<file path="src/rtl/ltl_symbol_streamer_if.sv">
// Signal bundle between the trace tap/control side (master) and the
// symbol streamer (slave) that feeds one automaton instance.
interface ltl_symbol_streamer_if #(
    parameter int CNT_W = 16
);
    logic             prop_valid;
    logic [7:0]       prop_data;
    logic             trace_start;
    logic             trace_end;
    logic             enable;
    logic             aut_reset;
    logic             aut_run;
    logic [7:0]       aut_symbols;
    logic             busy;
    logic             done;
    logic             overflow;
    logic [CNT_W-1:0] drop_count;
    logic [CNT_W-1:0] sym_count;

    modport master (
        output prop_valid, prop_data, trace_start, trace_end, enable,
        input  aut_reset, aut_run, aut_symbols, busy, done, overflow, drop_count, sym_count
    );

    modport slave (
        input  prop_valid, prop_data, trace_start, trace_end, enable,
        output aut_reset, aut_run, aut_symbols, busy, done, overflow, drop_count, sym_count
    );
endinterface

</file>
<file path="src/rtl/ltl_symbol_streamer.sv">
// Buffers per-event proposition vectors and replays them one symbol per cycle,
// framing each trace so the first cycle with aut_reset low carries the first symbol.
module ltl_symbol_streamer #(
    parameter int DEPTH   = 8,
    parameter int MIN_RST = 2,
    parameter int CNT_W   = 16
) (
    input  logic                 clk,
    input  logic                 reset,
    ltl_symbol_streamer_if.slave bus
);
    localparam int PTR_W = $clog2(DEPTH);
    localparam int ARM_W = (MIN_RST > 1) ? $clog2(MIN_RST) : 1;
    localparam logic [PTR_W:0]   PTR_ONE  = (PTR_W+1)'(1);
    localparam logic [CNT_W-1:0] CNT_ONE  = CNT_W'(1);
    localparam logic [ARM_W-1:0] ARM_ONE  = ARM_W'(1);
    localparam logic [ARM_W-1:0] ARM_LOAD = ARM_W'(MIN_RST - 1);

    typedef enum logic [1:0] {IDLE, ARM, STREAM, DRAIN} state_t;

    state_t state_reg, state_next;

    logic [7:0]       mem [DEPTH];
    logic [PTR_W:0]   rd_ptr_reg, rd_ptr_next;
    logic [PTR_W:0]   wr_ptr_reg, wr_ptr_next;
    logic [ARM_W-1:0] arm_cnt_reg, arm_cnt_next;
    logic             end_pending_reg, end_pending_next;
    logic             aut_reset_reg, aut_reset_next;
    logic             aut_run_reg, aut_run_next;
    logic [7:0]       aut_symbols_reg, aut_symbols_next;
    logic             busy_reg, busy_next;
    logic             done_reg, done_next;
    logic             overflow_reg, overflow_next;
    logic [CNT_W-1:0] drop_count_reg, drop_count_next;
    logic [CNT_W-1:0] sym_count_reg, sym_count_next;

    logic             wr_en;
    logic [PTR_W-1:0] wr_addr;
    logic             pop;
    logic             accept;
    logic             empty;
    logic             full;
    logic [7:0]       head;

    // Extra MSB on the pointers separates full from empty when the low bits match.
    assign empty = (rd_ptr_reg == wr_ptr_reg);
    assign full  = (rd_ptr_reg[PTR_W] != wr_ptr_reg[PTR_W]) &&
                   (rd_ptr_reg[PTR_W-1:0] == wr_ptr_reg[PTR_W-1:0]);
    assign head  = mem[rd_ptr_reg[PTR_W-1:0]];

    always_ff @(posedge clk) begin
        if (wr_en) begin
            mem[wr_addr] <= bus.prop_data;
        end
    end

    always_ff @(posedge clk) begin
        if (reset) begin
            state_reg <= IDLE;
        end else begin
            state_reg <= state_next;
        end
    end

    always_comb begin
        state_next       = state_reg;
        rd_ptr_next      = rd_ptr_reg;
        wr_ptr_next      = wr_ptr_reg;
        arm_cnt_next     = arm_cnt_reg;
        end_pending_next = end_pending_reg;
        aut_reset_next   = aut_reset_reg;
        aut_run_next     = 1'b0;
        aut_symbols_next = aut_symbols_reg;
        done_next        = 1'b0;
        overflow_next    = overflow_reg;
        drop_count_next  = drop_count_reg;
        sym_count_next   = sym_count_reg;
        wr_en            = 1'b0;
        wr_addr          = wr_ptr_reg[PTR_W-1:0];
        pop              = 1'b0;
        accept           = 1'b0;

        if (bus.trace_start) begin
            // Start or abort: flush, then the same-cycle prop becomes entry 0.
            state_next       = ARM;
            rd_ptr_next      = '0;
            wr_ptr_next      = bus.prop_valid ? PTR_ONE : '0;
            wr_en            = bus.prop_valid;
            wr_addr          = '0;
            arm_cnt_next     = ARM_LOAD;
            end_pending_next = 1'b0;
            aut_reset_next   = 1'b1;
            overflow_next    = 1'b0;
            drop_count_next  = '0;
            sym_count_next   = '0;
        end else begin
            unique case (state_reg)
                IDLE: begin
                    aut_reset_next = 1'b1;
                end
                ARM: begin
                    if (arm_cnt_reg != '0) begin
                        arm_cnt_next = arm_cnt_reg - ARM_ONE;
                    end
                    if (bus.trace_end && empty) begin
                        state_next = IDLE;
                        done_next  = 1'b1;
                    end else begin
                        // An end seen before the first symbol is honoured once streaming starts.
                        if (bus.trace_end) begin
                            end_pending_next = 1'b1;
                        end
                        if (arm_cnt_reg == '0 && !empty && bus.enable) begin
                            pop            = 1'b1;
                            aut_reset_next = 1'b0;
                            state_next     = (end_pending_reg || bus.trace_end) ? DRAIN : STREAM;
                        end
                    end
                end
                STREAM: begin
                    pop = !empty && bus.enable;
                    if (bus.trace_end) begin
                        state_next = DRAIN;
                    end
                end
                DRAIN: begin
                    if (empty) begin
                        state_next     = IDLE;
                        aut_reset_next = 1'b1;
                        done_next      = 1'b1;
                    end else begin
                        pop = bus.enable;
                    end
                end
                default: begin
                    state_next = IDLE;
                end
            endcase

            accept = bus.prop_valid && (state_reg == ARM || state_reg == STREAM);
            if (accept) begin
                if (!full || pop) begin
                    wr_en       = 1'b1;
                    wr_ptr_next = wr_ptr_reg + PTR_ONE;
                end else begin
                    overflow_next = 1'b1;
                    if (drop_count_reg != '1) begin
                        drop_count_next = drop_count_reg + CNT_ONE;
                    end
                end
            end

            if (pop) begin
                rd_ptr_next      = rd_ptr_reg + PTR_ONE;
                aut_run_next     = 1'b1;
                aut_symbols_next = head;
                sym_count_next   = sym_count_reg + CNT_ONE;
            end
        end

        busy_next = (state_next != IDLE);
    end

    always_ff @(posedge clk) begin
        if (reset) begin
            rd_ptr_reg      <= '0;
            wr_ptr_reg      <= '0;
            arm_cnt_reg     <= '0;
            end_pending_reg <= 1'b0;
            aut_reset_reg   <= 1'b1;
            aut_run_reg     <= 1'b0;
            aut_symbols_reg <= '0;
            busy_reg        <= 1'b0;
            done_reg        <= 1'b0;
            overflow_reg    <= 1'b0;
            drop_count_reg  <= '0;
            sym_count_reg   <= '0;
        end else begin
            rd_ptr_reg      <= rd_ptr_next;
            wr_ptr_reg      <= wr_ptr_next;
            arm_cnt_reg     <= arm_cnt_next;
            end_pending_reg <= end_pending_next;
            aut_reset_reg   <= aut_reset_next;
            aut_run_reg     <= aut_run_next;
            aut_symbols_reg <= aut_symbols_next;
            busy_reg        <= busy_next;
            done_reg        <= done_next;
            overflow_reg    <= overflow_next;
            drop_count_reg  <= drop_count_next;
            sym_count_reg   <= sym_count_next;
        end
    end

    assign bus.aut_reset   = aut_reset_reg;
    assign bus.aut_run     = aut_run_reg;
    assign bus.aut_symbols = aut_symbols_reg;
    assign bus.busy        = busy_reg;
    assign bus.done        = done_reg;
    assign bus.overflow    = overflow_reg;
    assign bus.drop_count  = drop_count_reg;
    assign bus.sym_count   = sym_count_reg;

endmodule
</file>
<file path="src/flat_wrapper.sv">
// flat-port wrapper written by rule: the top's interface ports become plain ports
module ltl_symbol_streamer_flat 
#(
    parameter int DEPTH   = 8,
    parameter int MIN_RST = 2,
    parameter int CNT_W   = 16
)
  (clk, reset, bus_prop_valid, bus_prop_data, bus_trace_start, bus_trace_end, bus_enable, bus_aut_reset, bus_aut_run, bus_aut_symbols, bus_busy, bus_done, bus_overflow, bus_drop_count, bus_sym_count);
  ltl_symbol_streamer_if #(.CNT_W(CNT_W)) bus_i ();
  input  logic clk;
  input  logic reset;
  input wire logic [$bits(bus_i.prop_valid)-1:0] bus_prop_valid;
  input wire logic [$bits(bus_i.prop_data)-1:0] bus_prop_data;
  input wire logic [$bits(bus_i.trace_start)-1:0] bus_trace_start;
  input wire logic [$bits(bus_i.trace_end)-1:0] bus_trace_end;
  input wire logic [$bits(bus_i.enable)-1:0] bus_enable;
  output wire logic [$bits(bus_i.aut_reset)-1:0] bus_aut_reset;
  output wire logic [$bits(bus_i.aut_run)-1:0] bus_aut_run;
  output wire logic [$bits(bus_i.aut_symbols)-1:0] bus_aut_symbols;
  output wire logic [$bits(bus_i.busy)-1:0] bus_busy;
  output wire logic [$bits(bus_i.done)-1:0] bus_done;
  output wire logic [$bits(bus_i.overflow)-1:0] bus_overflow;
  output wire logic [$bits(bus_i.drop_count)-1:0] bus_drop_count;
  output wire logic [$bits(bus_i.sym_count)-1:0] bus_sym_count;
  assign bus_i.prop_valid = bus_prop_valid;
  assign bus_i.prop_data = bus_prop_data;
  assign bus_i.trace_start = bus_trace_start;
  assign bus_i.trace_end = bus_trace_end;
  assign bus_i.enable = bus_enable;
  assign bus_aut_reset = bus_i.aut_reset;
  assign bus_aut_run = bus_i.aut_run;
  assign bus_aut_symbols = bus_i.aut_symbols;
  assign bus_busy = bus_i.busy;
  assign bus_done = bus_i.done;
  assign bus_overflow = bus_i.overflow;
  assign bus_drop_count = bus_i.drop_count;
  assign bus_sym_count = bus_i.sym_count;
  ltl_symbol_streamer #(.DEPTH(DEPTH), .MIN_RST(MIN_RST), .CNT_W(CNT_W)) u_core (.clk(clk), .reset(reset), .bus(bus_i));
endmodule
</file>
<file path="config.mk">
export PLATFORM = sky130hd
export DESIGN_NAME = ltl_symbol_streamer_flat
export DESIGN_NICKNAME = d
export VERILOG_FILES = /design/src/rtl/ltl_symbol_streamer_if.sv /design/src/rtl/ltl_symbol_streamer.sv /design/src/flat_wrapper.sv
export SDC_FILE = /design/constraint.sdc
export NUM_CORES = 1
export LEC_CHECK = 0
export BUFFER_PORTS_ARGS = -buffer_cell sky130_fd_sc_hd__buf_2
export CAP_MARGIN = 5
export CORE_ASPECT_RATIO = 0.8
export CORE_MARGIN = 8
export CORE_UTILIZATION = 30
export DETAILED_ROUTE_END_ITERATION = 16
export PLACE_DENSITY_LB_ADDON = 0.3
export SETUP_SLACK_MARGIN = 0.5
export SLEW_MARGIN = 5
export SYNTH_ARGS = -nofsm -noshare
export SYNTH_HDL_FRONTEND = slang
export SYNTH_SLANG_ARGS = --single-unit
</file>
<file path="constraint.sdc">
create_clock -name clk -period 5.19 [get_ports clk]
set_input_delay 0.2595 -clock clk [delete_from_list [all_inputs] [get_ports clk]]
set_output_delay 0.2595 -clock clk [all_outputs]
set_load 0.02 [all_outputs]
</file>
==> metrics.txt <==
status=complete, no violations; Worst Setup Start Kind=register; Hold Path Class=in -> reg; TritonCTS clock tree=done; Starting Density=30.5%; placer congestion estimate=0.827; largest family of logic cells by synthesized area=simple AND/OR/NAND/NOR gates; Clk network pwr share=53.3%; max-capacitance violation count=0; Synth Cell Area=5250 um2; Root Buffer=clkbuf_16; Core Footprint=17200 um2; setup TNS=0 ns; vias after detailed routing=3737; initial antenna violation count=0; worst skew pair latency=0.42 ns; Post-DP HPWL=8040 um; CP endpoint kind=register; post-synthesis mux area share=9.03%; Max Transition Viols Final=0; Fmax=0.320 GHz; Max-Slew Margin vs Limit=30.6%; most frequent cells in the layout=edfxtp_1, buf_2, dfxtp_1; Syn-to-layout area delta=21.8%; switch share=21.0%; final wirelength=12000 um; part of the power in registers=43.8%; VDD IR-drop max=0.000159 V; PwrDens=364 nW/um2; Reg area=3060 um2; final hold violation count=0; final setup violation count=0; Synth Area in Compound Gates=9.94%; Die H=134 um; Iteration-0 DRC Markers=201; number of routed nets with antenna violations=0; die area=22000 um2; main flop type after synthesis=edfxtp_1; Routed wire per std cell=16.5 um; port bufs=58; nets@finish=513; vias per cell=5.13; Clock Sink Count=121; GRT Util Overall=11.5%; total leakage power=2.26 nW; most common cell after layout, fill and taps aside=edfxtp_1; DRC Markers=0; largest net degree at the start of global routing=43; Post-CTS Setup Inserts=0; first-pass GRT wire length=19800 um; vias in the first global route=3775; R2R depth=6; Overflow after GRT=0; Post-Syn Nets=451; n_diodes=0; simple-gate share of the synthesized area=14.3%; worst slew pin tran=1.04 ns; Reg clk slew, reported paths=0.06 ns; Mapped Cells=428; P_sw=0.488 mW; synthesized area per cell=12.3 um2; num rows=43; RSZ-0062 raised after global routing=no; Int Pwr=1.84 mW; flops & latches, synth=121; number of gates resized after cts=0; die width=164 um; final core utilization=37.1%; Gate power share=2.9%; Clock H-tree levels=4; post-synthesis xor/xnor area fraction=3.29%; minimum clock period=3.13 ns; Setup CP Type=reg -> reg; Final Skew=0.0107 ns; Worst Path Max Fanout=15; Unique masters post-synth=52; Post-synth EDFFs=64; Crit path arrival time=3.16 ns; number of detailed-route iterations in the first pass=4; max reg flops=64; Fillers=1688; Critical Path RT=5.22 ns; clock buffer depth=2; post-synthesis async set-or-reset flop share=0%; cts hold-fix bufs=0; area of the multi-input gates=2040 um2; period utilization=60.2%; hold depth=1; adder-cell area share of the yosys netlist=2.14%; yosys warns=0; CTS Buf Count=17; fraction of layout cells with a size suffix above 1=24.3%; post-synthesis sequential area ratio=58.3%; Final Power=2.33 mW; I/O pins=59
## critical path, cell delays in order, from the launching register on
cell and delay, ns:
dfxtp_1 0.41, inv_1 0.12, ha_1 0.28, inv_1 0.14
o311a_1 0.54, o21ai_1 0.32, nor4b_2 0.91
## synthesized netlist by cell type (4+ instances only)
master	n	area share, %
a31oi_1	6	0.71
inv_1	7	0.50
ha_1	9	2.1
clkbuf_1	11	0.79
nand2_1	22	1.6
o21ai_0	10	0.95
a21oi_1	24	2.3
buf_2	4	0.38
nand3_1	13	1.2
and4_1	4	0.67
or3_1	8	0.95
xnor2_1	6	1.0
o31ai_1	9	1.3
and3_1	7	0.83
xor2_1	10	1.7
dfxtp_1	57	22
nor2_1	41	2.9
buf_6	4	0.86
nor3_1	9	0.86
nand4_1	8	0.95
mux2i_1	11	2.1
edfxtp_1	64	37
or4_1	10	1.4
a211oi_1	8	1.1
nor4_1	9	1.1
mux4_2	15	6.4
## cell families (layout without fill, tap and decap cells)
| group | Yosys count | after routing |
|---|---|---|
| buf+inv | 31 | 106 |
| flops | 121 | 121 |
| xor+xnor | 18 | 18 |
| fa+ha+maj | 9 | 9 |
| simple gates | 143 | 143 |
| mux | 27 | 27 |
| compound gates | 79 | 79 |
## area by class of cell
type                    instances  share of cell area (%)
inverters                       7                   0.411
well taps                     225                    4.40
clock inverters                14                    3.11
flip-flops and latches        121                    47.9
clock buffers                  18                    6.71
repair buffers                 67                    5.60
multi-input cells             276                    31.9
## power groups by stage
| stage | clock [mW] | combinational, mW | sequential (mW) |
|---|---|---|---|
| floorplan | 0 | 0.0411 | 1.04 |
| global placement | 0 | 0.0663 | 1.04 |
| detailed placement | 0 | 0.0682 | 1.04 |
| CTS | 1.27 | 0.0688 | 1.02 |
| global route | 1.31 | 0.0755 | 1.02 |
| finish | 1.24 | 0.0684 | 1.02 |
## layer usage
| metal | wire length, um | GRT usage (%) | vias to the layer above |
|---|---|---|---|
| met5 | 0 | 0 | - |
| met1 | 5390 | 14.4 | 1848 |
| met4 | 201 | 5.95 | 0 |
| li1 | - | - | 1782 |
| met2 | 5780 | 17.9 | 90 |
| met3 | 670 | 3.09 | 17 |
## metrics by stage
| step | cells | cell area [um2] | hold WS, ns | setup WS, ns |
|---|---|---|---|---|
| 2_1_floorplan | 428 | 5250 | 0.358 | 2.25 |
| 3_3_place_gp | 696 | 5770 | 0.446 | 2.20 |
| 3_5_place_dp | 696 | 5770 | 0.452 | 2.09 |
| 4_1_cts | 728 | 6390 | 0.103 | 2.06 |
| 5_1_grt | 728 | 6390 | 0.109 | 1.85 |
| 6_report | 728 | 6390 | 0.116 | 2.06 |
## path summary, 6_finish.rpt
kind	from	endpoint	slack (ns)
worst max register to register	u_core.state_reg[0]$_SDFF_PP0_	u_core.mem[4][4]$_DFFE_PP_	2.06
worst min-delay path	bus_prop_data[1]	u_core.mem[4][1]$_DFFE_PP_	0.12
worst min register to register	u_core.bus.overflow$_SDFFE_PP0P_	u_core.bus.overflow$_SDFFE_PP0P_	0.46
worst max-delay path	u_core.state_reg[0]$_SDFF_PP0_	u_core.mem[4][4]$_DFFE_PP_	2.06
Note: power is estimated with default switching activity, not from simulation.
